--- src/rtl/axil_regfile.sv ---
// AXI4-Lite slave register bank with byte-strobed writes and a flat register view.
// Optional read-only ID register in the top slot: define AXIL_REGFILE_ID_EN.
module axil_regfile #(
  parameter int ADDR_WIDTH = 32,
  parameter int DATA_WIDTH = 32,
  parameter int NUM_REGS = 16,
  parameter logic [ADDR_WIDTH-1:0] BASE_ADDR = '0,
  parameter logic [DATA_WIDTH-1:0] ID_VALUE = 32'hD5A1_0001
) (
  input  logic                           clk_i,
  input  logic                           rst_i,
  input  logic [ADDR_WIDTH-1:0]          awaddr_i,
  input  logic [2:0]                     awprot_i,
  input  logic                           awvalid_i,
  output logic                           awready_o,
  input  logic [DATA_WIDTH-1:0]          wdata_i,
  input  logic [DATA_WIDTH/8-1:0]        wstrb_i,
  input  logic                           wvalid_i,
  output logic                           wready_o,
  output logic [1:0]                     bresp_o,
  output logic                           bvalid_o,
  input  logic                           bready_i,
  input  logic [ADDR_WIDTH-1:0]          araddr_i,
  input  logic [2:0]                     arprot_i,
  input  logic                           arvalid_i,
  output logic                           arready_o,
  output logic [DATA_WIDTH-1:0]          rdata_o,
  output logic [1:0]                     rresp_o,
  output logic                           rvalid_o,
  input  logic                           rready_i,
  output logic [NUM_REGS*DATA_WIDTH-1:0] regs_o
);

  localparam int SW = DATA_WIDTH / 8;
  localparam int LSB = $clog2(SW);
  localparam int IW = $clog2(NUM_REGS);
  localparam logic [ADDR_WIDTH-1:0] NREGS_A = ADDR_WIDTH'(NUM_REGS);
  localparam logic [IW-1:0] LAST = IW'(NUM_REGS - 1);
  localparam logic [1:0] OKAY = 2'b00;
  localparam logic [1:0] SLVERR = 2'b10;

  typedef enum logic {W_COLLECT, W_RESP} wstate_t;
  typedef enum logic {R_IDLE, R_RESP} rstate_t;

  wstate_t ws_q, ws_d;
  rstate_t rs_q, rs_d;

  logic [DATA_WIDTH-1:0] regs_q [NUM_REGS];
  logic [DATA_WIDTH-1:0] view [NUM_REGS];

  logic                  aw_held, w_held;
  logic [ADDR_WIDTH-1:0] aw_addr;
  logic [DATA_WIDTH-1:0] w_data;
  logic [SW-1:0]         w_strb;

  logic                  aw_fire, w_fire, ar_fire, commit, wr_ok;
  logic [ADDR_WIDTH-1:0] wa;
  logic [DATA_WIDTH-1:0] wd;
  logic [SW-1:0]         wsb;
  logic [IW-1:0]         widx, ridx;

  logic unused_prot;
  assign unused_prot = ^{awprot_i, arprot_i};

  function automatic logic hit(input logic [ADDR_WIDTH-1:0] a);
    logic [ADDR_WIDTH-1:0] off;
    off = a - BASE_ADDR;
    return (a >= BASE_ADDR) && ((off >> LSB) < NREGS_A);
  endfunction

  function automatic logic [IW-1:0] index(input logic [ADDR_WIDTH-1:0] a);
    logic [ADDR_WIDTH-1:0] off;
    off = (a - BASE_ADDR) >> LSB;
    return off[IW-1:0];
  endfunction

  // Architectural view: the ID slot overrides storage when enabled
  always_comb begin
    for (int k = 0; k < NUM_REGS; k++) view[k] = regs_q[k];
`ifdef AXIL_REGFILE_ID_EN
    view[NUM_REGS-1] = ID_VALUE;
`endif
  end

  for (genvar k = 0; k < NUM_REGS; k++) begin : g_out
    assign regs_o[k*DATA_WIDTH +: DATA_WIDTH] = view[k];
  end

  assign awready_o = !aw_held && (ws_q == W_COLLECT);
  assign wready_o  = !w_held && (ws_q == W_COLLECT);
  assign bvalid_o  = (ws_q == W_RESP);
  assign arready_o = (rs_q == R_IDLE);
  assign rvalid_o  = (rs_q == R_RESP);

  assign aw_fire = awvalid_i && awready_o;
  assign w_fire  = wvalid_i && wready_o;
  assign ar_fire = arvalid_i && arready_o;

  assign wa  = aw_held ? aw_addr : awaddr_i;
  assign wd  = w_held ? w_data : wdata_i;
  assign wsb = w_held ? w_strb : wstrb_i;
  assign widx = index(wa);
  assign ridx = index(araddr_i);

  assign commit = (ws_q == W_COLLECT) &&
                  (aw_held || aw_fire) && (w_held || w_fire);

`ifdef AXIL_REGFILE_ID_EN
  assign wr_ok = hit(wa) && (widx != LAST);
`else
  assign wr_ok = hit(wa);
`endif

  always_comb begin
    ws_d = ws_q;
    unique case (ws_q)
      W_COLLECT: if (commit) ws_d = W_RESP;
      W_RESP:    if (bready_i) ws_d = W_COLLECT;
    endcase
  end

  always_comb begin
    rs_d = rs_q;
    unique case (rs_q)
      R_IDLE: if (arvalid_i) rs_d = R_RESP;
      R_RESP: if (rready_i) rs_d = R_IDLE;
    endcase
  end

  always_ff @(posedge clk_i) begin
    if (rst_i) begin
      ws_q <= W_COLLECT;
      rs_q <= R_IDLE;
    end else begin
      ws_q <= ws_d;
      rs_q <= rs_d;
    end
  end

  always_ff @(posedge clk_i) begin
    if (rst_i) begin
      aw_held <= 1'b0;
      w_held  <= 1'b0;
      aw_addr <= '0;
      w_data  <= '0;
      w_strb  <= '0;
      bresp_o <= OKAY;
    end else begin
      if (aw_fire) begin
        aw_held <= 1'b1;
        aw_addr <= awaddr_i;
      end
      if (w_fire) begin
        w_held <= 1'b1;
        w_data <= wdata_i;
        w_strb <= wstrb_i;
      end
      if (commit) bresp_o <= wr_ok ? OKAY : SLVERR;
      if ((ws_q == W_RESP) && bready_i) begin
        aw_held <= 1'b0;
        w_held  <= 1'b0;
      end
    end
  end

  always_ff @(posedge clk_i) begin
    if (rst_i) begin
      for (int k = 0; k < NUM_REGS; k++) regs_q[k] <= '0;
    end else if (commit && wr_ok) begin
      for (int b = 0; b < SW; b++)
        if (wsb[b]) regs_q[widx][b*8 +: 8] <= wd[b*8 +: 8];
    end
  end

  // Captured from pre-commit contents, so a same-edge write is not visible
  always_ff @(posedge clk_i) begin
    if (rst_i) begin
      rdata_o <= '0;
      rresp_o <= OKAY;
    end else if (ar_fire) begin
      rdata_o <= hit(araddr_i) ? view[ridx] : '0;
      rresp_o <= hit(araddr_i) ? OKAY : SLVERR;
    end
  end

endmodule

--- config.mk ---
export PLATFORM = sky130hd
export DESIGN_NAME = axil_regfile
export DESIGN_NICKNAME = d
export VERILOG_FILES = /design/src/rtl/axil_regfile.sv
export SDC_FILE = /design/constraint.sdc
export NUM_CORES = 1
export LEC_CHECK = 0
export ABC_AREA = 1
export CAP_MARGIN = 20
export CELL_PAD_IN_SITES_DETAIL_PLACEMENT = 1
export CELL_PAD_IN_SITES_GLOBAL_PLACEMENT = 2
export CORE_UTILIZATION = 31
export CTS_BUF_LIST = sky130_fd_sc_hd__clkbuf_16
export DETAILED_ROUTE_END_ITERATION = 12
export GPL_TIMING_DRIVEN = 0
export HOLD_SLACK_MARGIN = 0.1
export PLACE_DENSITY = 0.9
export SETUP_SLACK_MARGIN = 0.1
export SYNTH_ARGS = -nofsm -noshare
export SYNTH_HDL_FRONTEND = slang
export SYNTH_SLANG_ARGS = --single-unit
--- constraint.sdc ---
create_clock -name clk_i -period 3.2 [get_ports clk_i]
set_clock_uncertainty 0.15 [all_clocks]
set_input_delay 0.32 -clock clk_i [delete_from_list [all_inputs] [get_ports clk_i]]
set_output_delay 0.32 -clock clk_i [all_outputs]
set_load 0.005 [all_outputs]
==> run metrics <==
status complete, no violations; Die X 304 µm; Layout Nets 3750; Core Area 0.0903 mm²; max-slew violations 0; Worst Path Required 3.34 ns; slew margin rel. 14.9%; pwr dens 519 mW/mm²; CTS tree done; DRC viols 0; HP Class input pin to flip-flop; Max Cap Viol 0; Crit Path Category flip-flop to flip-flop; adder-cell share of the synthesized area 0%; asr flop ratio synth 0%; Reg clk slew, reported paths 0.06 ns; sequential area share after synthesis 61.6%; clock power share 39.6%; mux cell area share after synthesis 1.13%; area of the die 0.0926 mm²; Seq pwr share 45.9%; clock buffer depth 3; number of synthesized register bits 616; largest net degree at the start of global routing 14; area growth from synthesis to layout 37.4%; Yosys warnings 0; GRT Total Usage 31.4%; Post-Place Setup Slack -0.963 ns; Data arrival, critical path 3.25 ns; worst hold slack 0.140 ns; final setup vio count 0; Final Critical Period 3.11 ns; CP startpoint kind flip-flop; initial antenna violation count 17; Max VDD drop 0.312 mV; vias per cell 5.48; Top-Level Pins 666; number of H-tree levels 3; Cell variety after synth 33; DRT iter0 DRCs 2483; first-pass GRT wire length 205000 µm; post-synthesis cell count 2897; Synth Cell Area 0.0283 mm²; Starting Density 31.4%; Fin. Hold Viols 0; vias 26800; number of antenna-violating nets in the routed design 0; final wirelength 149000 µm; fmax 0.322 GHz; Setup Buffers After CTS 0; switching share of power 28.9%; ratio of cells with drive above 1 in the final layout 7.98%; root buffer selected by CTS clkbuf_16; first-pass iteration count of the detailed router 5; Crit. End Element flip-flop; Post-Synth Simple-Gate Area 31.6%; P_sw 5830 µW; Post-Synth XOR/XNOR Area 0%; DIE HEIGHT 304 µm; fillcell total 10200; main combinational cell family by area after synthesis simple AND/OR/NAND/NOR gates; Power, Total 20200 µW; compound-cell area share of the yosys netlist 2.17%; Post-CTS Hold Fix Bufs 0; CP Max Fanout 10; Logic pwr share 14.5%; mean post-synth cell area 9.78 µm²; WL/cell 30.6 µm; Skew-Pair Late Insertion Delay 0.64 ns; hpwl dp 116000 µm; number of global-route vias before repair 26800; Slew @ Worst Pin 1.28 ns; Placer Congestion 0.938; most common flop cell mapped by yosys edfxtp_1; IO Port Bufs 650; final worst-path cycle share 97.2%; post-CTS resize count 11; final setup margin 0.0902 ns; Clock Sinks 616; RSZ-0062 raised after global routing yes; global route overflow 0; Num CTS Buffers 71; setup TNS 0 ns; Leak Pwr 0.0145 µW; Post-synth EDFFs 512; FP Rows 110; internal power 14400 µW
==> sequential cells by signal, indices dropped and copies added, names as in the netlist <==
register  flops
w_data       32
rvalid_o      1
bvalid_o      1
w_strb        4
aw_held       1
w_held        1
bresp_o       1
rresp_o       1
regs_q      512
aw_addr      30
rdata_o      32
==> metal layers <==
metal  track usage (%)  routed length, µm  up-vias
met2              52.2              71300     1454
met1              37.8              56500    13500
met4              17.5               8910       14
li1                  -                  -    11400
met3              6.68              12400      386
met5                 0                 94        -
==> synth_stat cells (5+ instances only) <==
library cell | number | area, µm²
or2_2 | 6 | 37.5
nand4_2 | 13 | 163
nor2_1 | 655 | 2460
nand4_4 | 51 | 1080
o21ai_0 | 69 | 345
mux2i_1 | 32 | 320
buf_1 | 14 | 52.6
clkbuf_1 | 160 | 601
a21oi_1 | 45 | 225
buf_4 | 5 | 37.5
edfxtp_1 | 512 | 15400
nor2_4 | 17 | 191
inv_1 | 23 | 86.3
nor3_1 | 5 | 25.0
nand3_1 | 486 | 2430
nor2_2 | 9 | 56.3
buf_2 | 12 | 60.1
nand2_1 | 644 | 2420
nand2_2 | 7 | 43.8
dfxtp_1 | 104 | 2080
==> logic make-up after synthesis <==
kind of cell / count (synthesis)
other: 1
AO/OA/AOI/OAI: 119
buffers and inverters: 227
multiplexers: 32
flip-flops: 616
AND/OR/NAND/NOR: 1902
==> layout make-up <==
| type | count | area (µm²) | share of cell area, % |
|---|---|---|---|
| Antenna cell | 13 | 32.5 | 0.0835 |
| Buffer | 200 | 882 | 2.27 |
| Clock buffer | 75 | 1880 | 4.82 |
| Clock inverter | 56 | 362 | 0.929 |
| Inverter | 27 | 101 | 0.260 |
| Multi-Input combinational cell | 2055 | 10000 | 25.8 |
| Sequential cell | 616 | 17500 | 44.8 |
| Tap cell | 1176 | 1470 | 3.78 |
| Timing Repair Buffer | 666 | 6720 | 17.3 |
==> per-stage QoR <==
step	cell area [µm²]	instances	util (%)
final	38900	4884	43.1
after global routing	38900	4877	43.1
after CTS	38800	4870	43.0
after detailed placement	36500	4739	40.5
after global placement	36300	4724	40.2
after floorplan	28300	2898	-
==> worst paths after layout <==
kind                      from            end  slack [ns]  cells after the start
hold / removal    awaddr_i[13]    aw_addr[13]        0.14                      3
hold reg to reg    aw_addr[15]    aw_addr[15]        0.30                      2
setup reg to reg        w_held  regs_q[4][12]        0.09                      7
setup / recovery        w_held  regs_q[4][12]        0.09                      7
==> worst max-delay path, cell delays in order, from the launching register on <==
cell,delay [ns]
dfxtp_1,0.34
buf_2,0.20
inv_1,0.17
nand2_1,0.09
nand2_1,0.48
buf_4,0.39
nand4_2,0.47
nand2_2,0.47
==> cells in the final DEF, fill, tap and decap left out, types with 13 or more instances in the layout <==
cell type	synthesis	layout
nand4_4	51	52
nand2_2	7	37
nand3_1	486	486
diode_2	0	13
clkbuf_16	0	75
clkbuf_1	160	155
nor2_1	655	654
nand2_1	644	613
inv_1	23	38
nor2_4	17	18
clkdlybuf4s50_1	0	650
dfxtp_1	104	104
clkinv_1	1	19
buf_1	14	14
mux2i_1	32	25
o21ai_0	69	69
a21oi_1	45	45
edfxtp_1	512	512
==> power by group through the flow <==
stage	Combinational [µW]	Sequential, µW	Clock, µW
2_1_floorplan	1290	9330	0
3_3_place_gp	2770	9440	0
3_5_place_dp	2860	9450	0
4_1_cts	2870	9280	8020
5_1_grt	3080	9300	8280
6_report	2920	9290	8000
(Power assumes the default switching activity.)
